===== src/rtl/alu_pkg.sv =====
// Shared types and the golden ALU model used by the issuer and its bench.
package alu_pkg;

  localparam int unsigned ALU_W = 4;
  localparam int unsigned SEL_W = 3;

  typedef enum logic [2:0] {
    ADD  = 3'b000,
    SUB  = 3'b001,
    AND  = 3'b010,
    OR   = 3'b011,
    XOR  = 3'b100,
    XNOR = 3'b101,
    SHL  = 3'b110,
    SHR  = 3'b111
  } alu_op_e;

  typedef struct packed {
    alu_op_e          sel;
    logic [ALU_W-1:0] a;
    logic [ALU_W-1:0] b;
  } alu_cmd_t;

  // Returns {carry, y}; carry is borrow for SUB and the shifted-out bit for shifts.
  function automatic logic [ALU_W:0] alu_ref(input logic [ALU_W-1:0] a,
                                             input logic [ALU_W-1:0] b,
                                             input alu_op_e          sel);
    logic [ALU_W:0] r;
    r = '0;
    case (sel)
      ADD:     r = {1'b0, a} + {1'b0, b};
      SUB:     r = {1'b0, a} - {1'b0, b};
      AND:     r = {1'b0, a & b};
      OR:      r = {1'b0, a | b};
      XOR:     r = {1'b0, a ^ b};
      XNOR:    r = {1'b0, ~(a ^ b)};
      SHL:     r = {a, 1'b0};
      SHR:     r = {a[0], 1'b0, a[ALU_W-1:1]};
      default: r = '0;
    endcase
    return r;
  endfunction

endpackage


===== src/rtl/alu_cmd_issuer_if.sv =====
// Command, ALU-drive and response signals of the ALU command issuer.
interface alu_cmd_issuer_if #(
  parameter int unsigned WIDTH = 4
);
  logic             cmd_valid;
  logic             cmd_ready;
  logic [2:0]       cmd_sel;
  logic [WIDTH-1:0] cmd_a;
  logic [WIDTH-1:0] cmd_b;
  logic [WIDTH-1:0] alu_a;
  logic [WIDTH-1:0] alu_b;
  logic [2:0]       alu_sel;
  logic [WIDTH-1:0] alu_y;
  logic             alu_carry;
  logic             rsp_valid;
  logic             rsp_ready;
  logic [2:0]       rsp_sel;
  logic [WIDTH-1:0] rsp_y;
  logic             rsp_carry;
  logic             rsp_mismatch;
  logic [7:0]       err_count;
  logic             busy;

  modport master (
    input  cmd_valid, cmd_sel, cmd_a, cmd_b, alu_y, alu_carry, rsp_ready,
    output cmd_ready, alu_a, alu_b, alu_sel, rsp_valid, rsp_sel, rsp_y,
           rsp_carry, rsp_mismatch, err_count, busy
  );

  modport slave (
    output cmd_valid, cmd_sel, cmd_a, cmd_b, alu_y, alu_carry, rsp_ready,
    input  cmd_ready, alu_a, alu_b, alu_sel, rsp_valid, rsp_sel, rsp_y,
           rsp_carry, rsp_mismatch, err_count, busy
  );
endinterface


===== src/rtl/alu_cmd_fifo.sv =====
// Synchronous command FIFO; full/empty registered, pointers carry a wrap bit.
module alu_cmd_fifo
  import alu_pkg::*;
#(
  parameter int unsigned DEPTH = 4
) (
  input  logic     clk,
  input  logic     rst_n,
  input  logic     push_i,
  input  alu_cmd_t wdata_i,
  input  logic     pop_i,
  output alu_cmd_t rdata_c_o,
  output logic     full_o,
  output logic     empty_o,
  output logic     empty_nxt_c_o
);
  localparam int unsigned AW = $clog2(DEPTH);

  alu_cmd_t      mem_q [DEPTH];
  logic [AW:0]   wr_q, wr_d, rd_q, rd_d;
  logic          full_q, full_d, empty_q, empty_d;
  logic          do_push, do_pop;

  assign do_push = push_i && !full_q;
  assign do_pop  = pop_i && !empty_q;

  always_comb begin
    wr_d    = do_push ? wr_q + (AW+1)'(1) : wr_q;
    rd_d    = do_pop  ? rd_q + (AW+1)'(1) : rd_q;
    empty_d = (wr_d == rd_d);
    full_d  = (wr_d[AW] != rd_d[AW]) && (wr_d[AW-1:0] == rd_d[AW-1:0]);
  end

  always_ff @(posedge clk or negedge rst_n) begin
    if (!rst_n) begin
      wr_q    <= '0;
      rd_q    <= '0;
      full_q  <= 1'b0;
      empty_q <= 1'b1;
    end else begin
      wr_q    <= wr_d;
      rd_q    <= rd_d;
      full_q  <= full_d;
      empty_q <= empty_d;
    end
  end

  // Storage needs no reset: entries are only read once written.
  always_ff @(posedge clk) begin
    if (do_push) mem_q[wr_q[AW-1:0]] <= wdata_i;
  end

  assign rdata_c_o     = mem_q[rd_q[AW-1:0]];
  assign full_o        = full_q;
  assign empty_o       = empty_q;
  assign empty_nxt_c_o = empty_d;

endmodule


===== src/rtl/alu_cmd_issuer.sv =====
// Issues queued commands to an external ALU, captures results after a settle
// time and returns them with a golden-model mismatch flag and error count.
module alu_cmd_issuer
  import alu_pkg::*;
#(
  parameter int unsigned WIDTH  = ALU_W,
  parameter int unsigned DEPTH  = 4,
  parameter int unsigned SETTLE = 1
) (
  input logic            clk,
  input logic            rst_n,
  alu_cmd_issuer_if.master bus
);
  localparam int unsigned CW = $clog2(SETTLE + 1);

  typedef enum logic [1:0] {ST_IDLE, ST_DRIVE, ST_RESPOND} state_e;

  state_e           state_q, state_d;
  logic [CW-1:0]    cnt_q, cnt_d;
  logic [WIDTH-1:0] alu_a_q, alu_a_d, alu_b_q, alu_b_d, rsp_y_q, rsp_y_d;
  logic [2:0]       alu_sel_q, alu_sel_d, rsp_sel_q, rsp_sel_d;
  logic             rsp_valid_q, rsp_valid_d, rsp_carry_q, rsp_carry_d;
  logic             rsp_mism_q, rsp_mism_d, busy_q, busy_d;
  logic [7:0]       err_q, err_d;

  alu_cmd_t         cmd_c, head_c;
  logic             push_c, pop_c, full, empty, empty_nxt_c;
  logic [ALU_W:0]   gold_c;
  logic             mism_c;

  assign cmd_c  = {alu_op_e'(bus.cmd_sel), ALU_W'(bus.cmd_a), ALU_W'(bus.cmd_b)};
  assign push_c = bus.cmd_valid && !full;

  alu_cmd_fifo #(.DEPTH(DEPTH)) u_fifo (
    .clk           (clk),
    .rst_n         (rst_n),
    .push_i        (push_c),
    .wdata_i       (cmd_c),
    .pop_i         (pop_c),
    .rdata_c_o     (head_c),
    .full_o        (full),
    .empty_o       (empty),
    .empty_nxt_c_o (empty_nxt_c)
  );

  // Golden result of the operands currently held on the ALU inputs.
  assign gold_c = alu_ref(ALU_W'(alu_a_q), ALU_W'(alu_b_q), alu_op_e'(alu_sel_q));
  assign mism_c = (gold_c != {bus.alu_carry, ALU_W'(bus.alu_y)});

  always_comb begin
    state_d     = state_q;
    cnt_d       = cnt_q;
    alu_a_d     = alu_a_q;
    alu_b_d     = alu_b_q;
    alu_sel_d   = alu_sel_q;
    rsp_valid_d = rsp_valid_q;
    rsp_sel_d   = rsp_sel_q;
    rsp_y_d     = rsp_y_q;
    rsp_carry_d = rsp_carry_q;
    rsp_mism_d  = rsp_mism_q;
    err_d       = err_q;
    pop_c       = 1'b0;
    case (state_q)
      ST_IDLE: begin
        if (!empty) begin
          pop_c     = 1'b1;
          alu_a_d   = WIDTH'(head_c.a);
          alu_b_d   = WIDTH'(head_c.b);
          alu_sel_d = 3'(head_c.sel);
          cnt_d     = CW'(SETTLE);
          state_d   = ST_DRIVE;
        end
      end
      ST_DRIVE: begin
        cnt_d = cnt_q - CW'(1);
        if (cnt_q == CW'(1)) begin
          rsp_y_d     = bus.alu_y;
          rsp_carry_d = bus.alu_carry;
          rsp_sel_d   = alu_sel_q;
          rsp_mism_d  = mism_c;
          rsp_valid_d = 1'b1;
          if (mism_c && (err_q != 8'hFF)) err_d = err_q + 8'd1;
          state_d     = ST_RESPOND;
        end
      end
      ST_RESPOND: begin
        if (bus.rsp_ready) begin
          rsp_valid_d = 1'b0;
          state_d     = ST_IDLE;
        end
      end
      default: state_d = ST_IDLE;
    endcase
    busy_d = (state_d != ST_IDLE) || !empty_nxt_c;
  end

  always_ff @(posedge clk or negedge rst_n) begin
    if (!rst_n) begin
      state_q     <= ST_IDLE;
      cnt_q       <= '0;
      alu_a_q     <= '0;
      alu_b_q     <= '0;
      alu_sel_q   <= '0;
      rsp_valid_q <= 1'b0;
      rsp_sel_q   <= '0;
      rsp_y_q     <= '0;
      rsp_carry_q <= 1'b0;
      rsp_mism_q  <= 1'b0;
      err_q       <= '0;
      busy_q      <= 1'b0;
    end else begin
      state_q     <= state_d;
      cnt_q       <= cnt_d;
      alu_a_q     <= alu_a_d;
      alu_b_q     <= alu_b_d;
      alu_sel_q   <= alu_sel_d;
      rsp_valid_q <= rsp_valid_d;
      rsp_sel_q   <= rsp_sel_d;
      rsp_y_q     <= rsp_y_d;
      rsp_carry_q <= rsp_carry_d;
      rsp_mism_q  <= rsp_mism_d;
      err_q       <= err_d;
      busy_q      <= busy_d;
    end
  end

  assign bus.cmd_ready    = !full;
  assign bus.alu_a        = alu_a_q;
  assign bus.alu_b        = alu_b_q;
  assign bus.alu_sel      = alu_sel_q;
  assign bus.rsp_valid    = rsp_valid_q;
  assign bus.rsp_sel      = rsp_sel_q;
  assign bus.rsp_y        = rsp_y_q;
  assign bus.rsp_carry    = rsp_carry_q;
  assign bus.rsp_mismatch = rsp_mism_q;
  assign bus.err_count    = err_q;
  assign bus.busy         = busy_q;

endmodule


===== src/flat_wrapper.sv =====
// flat-port wrapper written by rule: the top's interface ports become plain ports
module alu_cmd_issuer_flat import alu_pkg::*;
#(
  parameter int unsigned WIDTH  = ALU_W,
  parameter int unsigned DEPTH  = 4,
  parameter int unsigned SETTLE = 1
)
  (clk, rst_n, bus_cmd_valid, bus_cmd_sel, bus_cmd_a, bus_cmd_b, bus_alu_y, bus_alu_carry, bus_rsp_ready, bus_cmd_ready, bus_alu_a, bus_alu_b, bus_alu_sel, bus_rsp_valid, bus_rsp_sel, bus_rsp_y, bus_rsp_carry, bus_rsp_mismatch, bus_err_count, bus_busy);
  alu_cmd_issuer_if #(.WIDTH(WIDTH)) bus_i ();
  input logic clk;
  input logic rst_n;
  input wire logic [$bits(bus_i.cmd_valid)-1:0] bus_cmd_valid;
  input wire logic [$bits(bus_i.cmd_sel)-1:0] bus_cmd_sel;
  input wire logic [$bits(bus_i.cmd_a)-1:0] bus_cmd_a;
  input wire logic [$bits(bus_i.cmd_b)-1:0] bus_cmd_b;
  input wire logic [$bits(bus_i.alu_y)-1:0] bus_alu_y;
  input wire logic [$bits(bus_i.alu_carry)-1:0] bus_alu_carry;
  input wire logic [$bits(bus_i.rsp_ready)-1:0] bus_rsp_ready;
  output wire logic [$bits(bus_i.cmd_ready)-1:0] bus_cmd_ready;
  output wire logic [$bits(bus_i.alu_a)-1:0] bus_alu_a;
  output wire logic [$bits(bus_i.alu_b)-1:0] bus_alu_b;
  output wire logic [$bits(bus_i.alu_sel)-1:0] bus_alu_sel;
  output wire logic [$bits(bus_i.rsp_valid)-1:0] bus_rsp_valid;
  output wire logic [$bits(bus_i.rsp_sel)-1:0] bus_rsp_sel;
  output wire logic [$bits(bus_i.rsp_y)-1:0] bus_rsp_y;
  output wire logic [$bits(bus_i.rsp_carry)-1:0] bus_rsp_carry;
  output wire logic [$bits(bus_i.rsp_mismatch)-1:0] bus_rsp_mismatch;
  output wire logic [$bits(bus_i.err_count)-1:0] bus_err_count;
  output wire logic [$bits(bus_i.busy)-1:0] bus_busy;
  assign bus_i.cmd_valid = bus_cmd_valid;
  assign bus_i.cmd_sel = bus_cmd_sel;
  assign bus_i.cmd_a = bus_cmd_a;
  assign bus_i.cmd_b = bus_cmd_b;
  assign bus_i.alu_y = bus_alu_y;
  assign bus_i.alu_carry = bus_alu_carry;
  assign bus_i.rsp_ready = bus_rsp_ready;
  assign bus_cmd_ready = bus_i.cmd_ready;
  assign bus_alu_a = bus_i.alu_a;
  assign bus_alu_b = bus_i.alu_b;
  assign bus_alu_sel = bus_i.alu_sel;
  assign bus_rsp_valid = bus_i.rsp_valid;
  assign bus_rsp_sel = bus_i.rsp_sel;
  assign bus_rsp_y = bus_i.rsp_y;
  assign bus_rsp_carry = bus_i.rsp_carry;
  assign bus_rsp_mismatch = bus_i.rsp_mismatch;
  assign bus_err_count = bus_i.err_count;
  assign bus_busy = bus_i.busy;
  alu_cmd_issuer #(.WIDTH(WIDTH), .DEPTH(DEPTH), .SETTLE(SETTLE)) u_core (.clk(clk), .rst_n(rst_n), .bus(bus_i));
endmodule

===== config.mk =====
export PLATFORM = sky130hd
export DESIGN_NAME = alu_cmd_issuer_flat
export DESIGN_NICKNAME = d
export VERILOG_FILES = /design/src/rtl/alu_pkg.sv /design/src/rtl/alu_cmd_issuer_if.sv /design/src/rtl/alu_cmd_fifo.sv /design/src/rtl/alu_cmd_issuer.sv /design/src/flat_wrapper.sv
export SDC_FILE = /design/constraint.sdc
export NUM_CORES = 1
export LEC_CHECK = 0
export ABC_AREA = 1
export CAP_MARGIN = 20
export CORE_ASPECT_RATIO = 0.7
export CORE_MARGIN = 3
export CORE_UTILIZATION = 35
export DETAILED_ROUTE_END_ITERATION = 10
export PLACE_DENSITY = 0.58
export SKIP_LAST_GASP = 1
export SYNTH_ARGS = -nofsm -noshare
export SYNTH_HDL_FRONTEND = slang
export SYNTH_SLANG_ARGS = --single-unit

===== constraint.sdc =====
create_clock -name clk -period 3.3 [get_ports clk]
set_input_delay 0.33 -clock clk [delete_from_list [all_inputs] [get_ports clk]]
set_output_delay 0.33 -clock clk [all_outputs]
set_load 0.02 [all_outputs]

==> reports/qor.yml, run 1 <==
pin_count: 51
finClkSkew_ps: 6.364
cts-root-buf: "clkbuf_16"
p_int_mw: 3.110
initial_core_util: 0.3720
worst_pin_slew_ps: 936.3
min_period_ps: 2679
syn-cell-area_um2: 4245
grt.overflow.total: 0
relSlewSlack: 0.3758
total_power_mw: 5.452
post_cts_buffers: 0
grt_pass1_wl_um: 15220
r2r_setup_slack_ps: 620
first_global_vias: 3060
synth_cells: 429
synth_edf_count: 44
wire_per_inst_um: 14.32
drive_gt1_frac: 0.09776
hold_path_class: "primary input to asynchronous set/reset pin"
max-clock-path-buffers: 2
drc: 0
cts_buffers: 9
ctsResizeCount: 0
fp.dieW_um: 137.6
ys.warnings.count: 0
design.core.area_um2: 11410
leakagePower_nw: 2.225
gpl.final_weighted_congestion: 0.8940
antenna_left: 0
die_y_um: 98.15
peakVddDrop_mv: 0.3342
ys.flop_type: "edfxtp_1"
yosysSeqAreaShare: 0.5532
ys_async_sr_fraction: 0.4824
p_clk_frac: 0.179
finalCoreUtilization: 0.4579
h-tree-depth: 3
clk_latency_ps: 330
hold_viol_final: 0
final_common_cell: "nand2_1"
ys_ff_latch: 85
synth_fp_nets: 469
fmax_mhz: 373.2
first_iter_violations: 176
outcome: "complete, no violations"
netSwitchingPower_mw: 2.343
wirelength_um: 9223
antenna_found_initial: 0
io_buffers: 50
clk_pin_slew_ps: 60
rsz0062_at_grt: "no"
worst-path-max-fanout: 10
syn_to_final_growth_pct: 23.08
critPathRequiredTime_ps: 3520
drv_slew: 0
setup_viol: 0
rows: 32
cts_tree: "done"
seq_power_share: 0.312
num_antenna_cells: 0
layout.nets: 526
dp_hpwl_um: 6686
cts_sinks: 85
hold_buffers: 0
power_density_nw_per_um2: 1044
crit_type: "flop to flop"
yosysUniqueCellTypes: 36
mostFrequentLayoutCells: "nand2_1, nor2_1, clkdlybuf4s50_1, edfxtp_1, inv_1"
finalSetupTns_ps: 0
grt_start_max_net_pins: 42
grtUsageTotal: 0.1463
crit_path_start_kind: "flop"
max-cap-violations: 0
fin_crit_sh: 0.8119
die-area_um2: 13510
vias: 3056
p_comb_frac: 0.508
cp-end-kind: "flop"
syn_area_per_cell_um2: 9.896
p_sw_frac: 0.4296
via_per_inst: 4.745
worstPathArrival_ps: 2900
first_pass_iters: 4
==> cell families after synthesis <==
group / count (synthesis) / share of synthesized area
xor+xnor: 16 / 0.03301
fa+ha+maj: 20 / 0.06071
compound gates: 63 / 0.08105
buf+inv: 62 / 0.06248
flops: 85 / 0.5532
simple gates: 183 / 0.2096
==> layer usage <==
layer  part of all wire  wire length, um  vias up  track usage
li1                   -                -     1550            -
met1               0.48             4419     1436       0.2065
met2               0.45             4129       64       0.2249
met3              0.065              595        6      0.04068
met4             0.0085               78        0      0.03298
met5                  0                0        -            0
==> flip-flops by register name (all words and copies together), names as in the netlist, 2 cells and up <==
signal                flops
u_core.u_fifo.mem_q      44
u_core.bus.err_count      8
u_core.bus.alu_a          4
u_core.bus.alu_b          4
u_core.bus.rsp_y          4
u_core.bus.alu_sel        3
u_core.bus.rsp_sel        3
u_core.u_fifo.rd_q        3
u_core.u_fifo.wr_q        3
u_core.state_q            2
==> synth_stat cells (8+ instances only) <==
cell type | number | area [um^2]
clkbuf_1 | 11 | 41.29
dfrtp_1 | 40 | 1001
edfxtp_1 | 44 | 1321
ha_1 | 19 | 237.7
inv_1 | 43 | 161.4
nand2_1 | 78 | 292.8
nand3_1 | 17 | 85.08
nand4_1 | 18 | 112.6
nor2_1 | 50 | 187.7
o21ai_0 | 35 | 175.2
o21ai_1 | 8 | 40.04
o22ai_1 | 11 | 68.82
xor2_1 | 10 | 87.58
==> area by class of cell <==
class / count / area, um^2
clock buffers: 10 / 229.0
flip-flops and latches: 85 / 2349
fillers: 1086 / 6186
clock inverters: 6 / 63.81
inverters: 48 / 190.2
well taps: 153 / 191.4
multi-input cells: 282 / 1632
repair buffers: 60 / 570.5
==> per-stage QoR <==
step | worst slack, ps | hold WS (ps) | cells | instance area (um^2)
floorplan | 853.8 | 34.41 | 429 | 4245
global placement | 712.2 | 467.7 | 628 | 4932
detailed placement | 638.7 | 471.4 | 628 | 4932
CTS | 615.9 | 170.2 | 644 | 5225
global route | 397.3 | 217.4 | 644 | 5225
finish | 620.7 | 140.4 | 644 | 5225
==> worst max-delay path, cell delays in order, from the launching register on <==
cell and delay (ps):
dfrtp_1 450, inv_1 160, ha_1 300, a21oi_1 250, fa_1 470, or2_1 260
nand2_1 70, nand2_1 40, nand3_1 110, nor2_4 50, nand2_4 120, nand3_4 130
nand2_1 100, nand2_1 50
==> power groups by stage <==
| stage | logic [mW] | clock network [mW] | registers (mW) |
|---|---|---|---|
| 3_5_place_dp | 2.78 | 0 | 1.72 |
| 4_1_cts | 2.80 | 1.00 | 1.70 |
| 3_3_place_gp | 2.74 | 0 | 1.72 |
| 6_report | 2.77 | 0.978 | 1.70 |
| 2_1_floorplan | 1.80 | 0 | 1.83 |
| 5_1_grt | 3.13 | 1.05 | 1.74 |
==> final timing paths <==
check	start	endpoint	depth (start not counted)
hold reg to reg	u_core.u_fifo.wr_q[2]	u_core.u_fifo.wr_q[2]	1
min in group clk	u_core.u_fifo.wr_q[2]	u_core.u_fifo.wr_q[2]	1
setup / recovery	u_core.bus.alu_b[1]	u_core.bus.err_count[5]	13
setup reg to reg	u_core.bus.alu_b[1]	u_core.bus.err_count[5]	13
hold / removal	rst_n	u_core.bus.rsp_y[2]	1
max in group asynchronous	rst_n	u_core.u_fifo.wr_q[2]	1
Power figures use the tool's default switching activity.
==> run 2, diff against run 1 <==
Settings changed: PLACE_DENSITY 0.58 to 0.6.
Clock period 3.3 ns to 2.4 ns, I/O delays scaled along.
==> run 2 against run 1 <==
  * The flow now finishes with violations (setup timing)
  * Worst setup slack got worse by 680 ps
  * Power increased by 47%
  * Count of clock-buffer cells in the layout unchanged
  * Cell count increased by 2.5%
  * Via count increased by 4.3%
  * Combinational power increased by 60%
  * Critical path type unchanged
==> reports/qor.yml, run 2 (same netlist as run 1, synthesis figures left out) <==
crit_type: "flop to flop"
fp.dieW_um: 137.6  # unchanged
relSlewSlack: 0.5582  # +0.1824
gpl.final_weighted_congestion: 0.8502  # -4.9%
cts_buffers: 9  # unchanged
regToRegStartpoint: "u_core.bus.alu_b[1]"
largest_reg_flops: 44  # unchanged
place_ws_ps: -13.38  # -652.0 ps
setup_viol: 9  # +9
slowest_delay_ps: 430  # -40 ps
max-clock-path-buffers: 2  # unchanged
via_per_inst: 4.829  # +1.8%
finalCoreUtilization: 0.4757  # +0.01776
worst_slack_ps: -60.86  # -681.6 ps
met1_usage: 0.2213  # +0.01482
outcome: "finished with violations"
grt_pass1_wl_um: 16130  # +5.9%
fin_area_um2: 5428  # +3.9%
first_pass_iters: 4  # unchanged
first_global_vias: 3209  # +4.9%
critPathBufInv: 3  # +2
final_common_cell: "nand2_1"
grt_start_max_net_pins: 42  # unchanged
worst-path-max-fanout: 8  # -2
mostFrequentLayoutCells: "nand2_1, nor2_1, clkdlybuf4s50_1, edfxtp_1, inv_1"
num_antenna_cells: 0  # unchanged
rows: 32  # unchanged
busiest_layer: "met2"
rsz0062_at_grt: "yes"
drive_gt1_frac: 0.1677  # +0.06989
leakagePower_nw: 2.295  # +3.2%
worstReg2RegEnd: "u_core.bus.err_count[6]"
max-cap-violations: 0  # unchanged
hold_path_class: "flop to flop"
fmax_mhz: 406.4  # +8.9%
cts-root-buf: "clkbuf_16"
antenna_found_initial: 0  # unchanged
min_period_ps: 2461  # -218.4 ps
layout.nets: 542  # +3.0%
r2r_setup_slack_ps: -60  # -680 ps
drv_slew: 0  # unchanged
antenna_left: 0  # unchanged
wirelength_um: 9893  # +7.3%
dpl_cell_area_um2: 5039  # +2.2%
peakVddDrop_mv: 0.5984  # +79%
die_y_um: 98.15  # unchanged
violations: "setup timing"
cp_cell_sequence: "inv_1 > ha_2 > inv_1 > nand2_1 > xor2_1 > ha_2 > nand3_2 > inv_1 > nor2_1 > nand2_1 > nand3_2 > nand2_1 > nand2_1 > nand2_2 > nor2_4 > nand2_4 > nand3_4 > nand2_1 > nand2_1"
vias: 3187  # +4.3%
hold_viol_final: 0  # unchanged
grtUsageMet3: 0.03759  # -0.003090
die-area_um2: 13510  # unchanged
initial_core_util: 0.3720  # unchanged
holdPathEnd: "u_core.u_fifo.wr_q[2]"
pin_count: 51  # unchanged
cts_sinks: 85  # unchanged
critPathTopFamily: "simple AND/OR/NAND/NOR gates"
dp_hpwl_um: 6941  # +3.8%
hp-start: "u_core.u_fifo.wr_q[2]"
design.core.area_um2: 11410  # unchanged
worstPathArrival_ps: 2740  # -160 ps
power_density_nw_per_um2: 1478  # +42%
grt.overflow.total: 0  # unchanged
first_iter_violations: 149  # -15%
io_buffers: 50  # unchanged
cts_tree: "done"
fin_crit_sh: 1.025  # +0.2135
syn_to_final_growth_pct: 27.85
h-tree-depth: 3  # unchanged
hold_depth: 1
crit_top_cell: "nand2_1"
critPathRequiredTime_ps: 2680  # -840 ps
drc: 0  # unchanged
use_met2: 0.2256  # +0.0007496
clk_latency_ps: 340  # about the same
finClkSkew_ps: 8.105  # +1.740 ps
worst_pin_slew_ps: 661.9  # -274.3 ps
crit_path_start_kind: "flop"
grtUsageTotal: 0.1530  # +0.006657
wire_per_inst_um: 14.99  # +4.7%
cp-end-kind: "flop"
clk_pin_slew_ps: 70  # about the same
r2r_cells: 19  # +6
slowest_stage: "dfrtp_2"
run 2: changes by cell type in the layout (fill, tap and decap cells not counted), moves of 5 or more:
cell	before	now
nand2_1	78	73
nand2_2	1	7
nand3_1	17	11
nand3_2	5	11
buf_4	10	23
run 2: power by group:
group	total (mW)	switching [mW]	internal, mW
clock	1.28	0.577	0.708
combinational	4.43	2.67	1.76
sequential	2.30	0.302	2.00
run 2: routing by layer:
metal,vias to the layer above,part of all wire
li1,1590,-
met5,-,0
met1,1512,0.48
met3,11,0.060
met2,74,0.45
met4,0,0.013
run 2: per-stage QoR:
| stage | TNS [ps] | hold WS [ps] | total power [mW] | instances |
|---|---|---|---|---|
| floorplan | 0 | -55.59 | 5.011 | 429 |
| global placement | 0 | 344.0 | 6.289 | 641 |
| detailed placement | -74.85 | 353.6 | 6.375 | 641 |
| CTS | 0 | 477.7 | 7.927 | 660 |
| global route | -1654 | 504.7 | 8.652 | 660 |
| finish | -415.6 | 477.3 | 8.021 | 660 |
run 2: cell type report:
cell class,count,area (um^2)
Inverter,48,190.2
Tap cell,153,191.4
Fill cell,1059,5983
Sequential cell,85,2352
Timing Repair Buffer,75,689.4
Clock buffer,10,229.0
Multi-Input combinational cell,283,1727
Clock inverter,6,48.80
run 2: worst max-delay path by stage:
stage	start	to	slack, ps	cells past startpoint
floorplan	u_core.bus.alu_sel[1]	u_core.bus.err_count[2]	20	20
global placement	u_core.bus.alu_b[0]	u_core.bus.err_count[3]	50	17
detailed placement	u_core.bus.alu_b[1]	u_core.bus.err_count[4]	-10	17
CTS	u_core.bus.alu_b[0]	u_core.bus.err_count[5]	1	17
global route	u_core.bus.alu_b[1]	u_core.bus.err_count[6]	-200	17
finish	u_core.bus.alu_b[1]	u_core.bus.err_count[6]	-60	19
run 2: what timing repair did:
action                                 4_1_cts  5_1_grt
setup buffers                                1        0
cloned                                       1        0
hold buffers                                 1        0
endpoints found under the hold margin       40        0
pin swaps                                    4       14
resized for setup                            9       11
setup endpoints to repair                    8        9
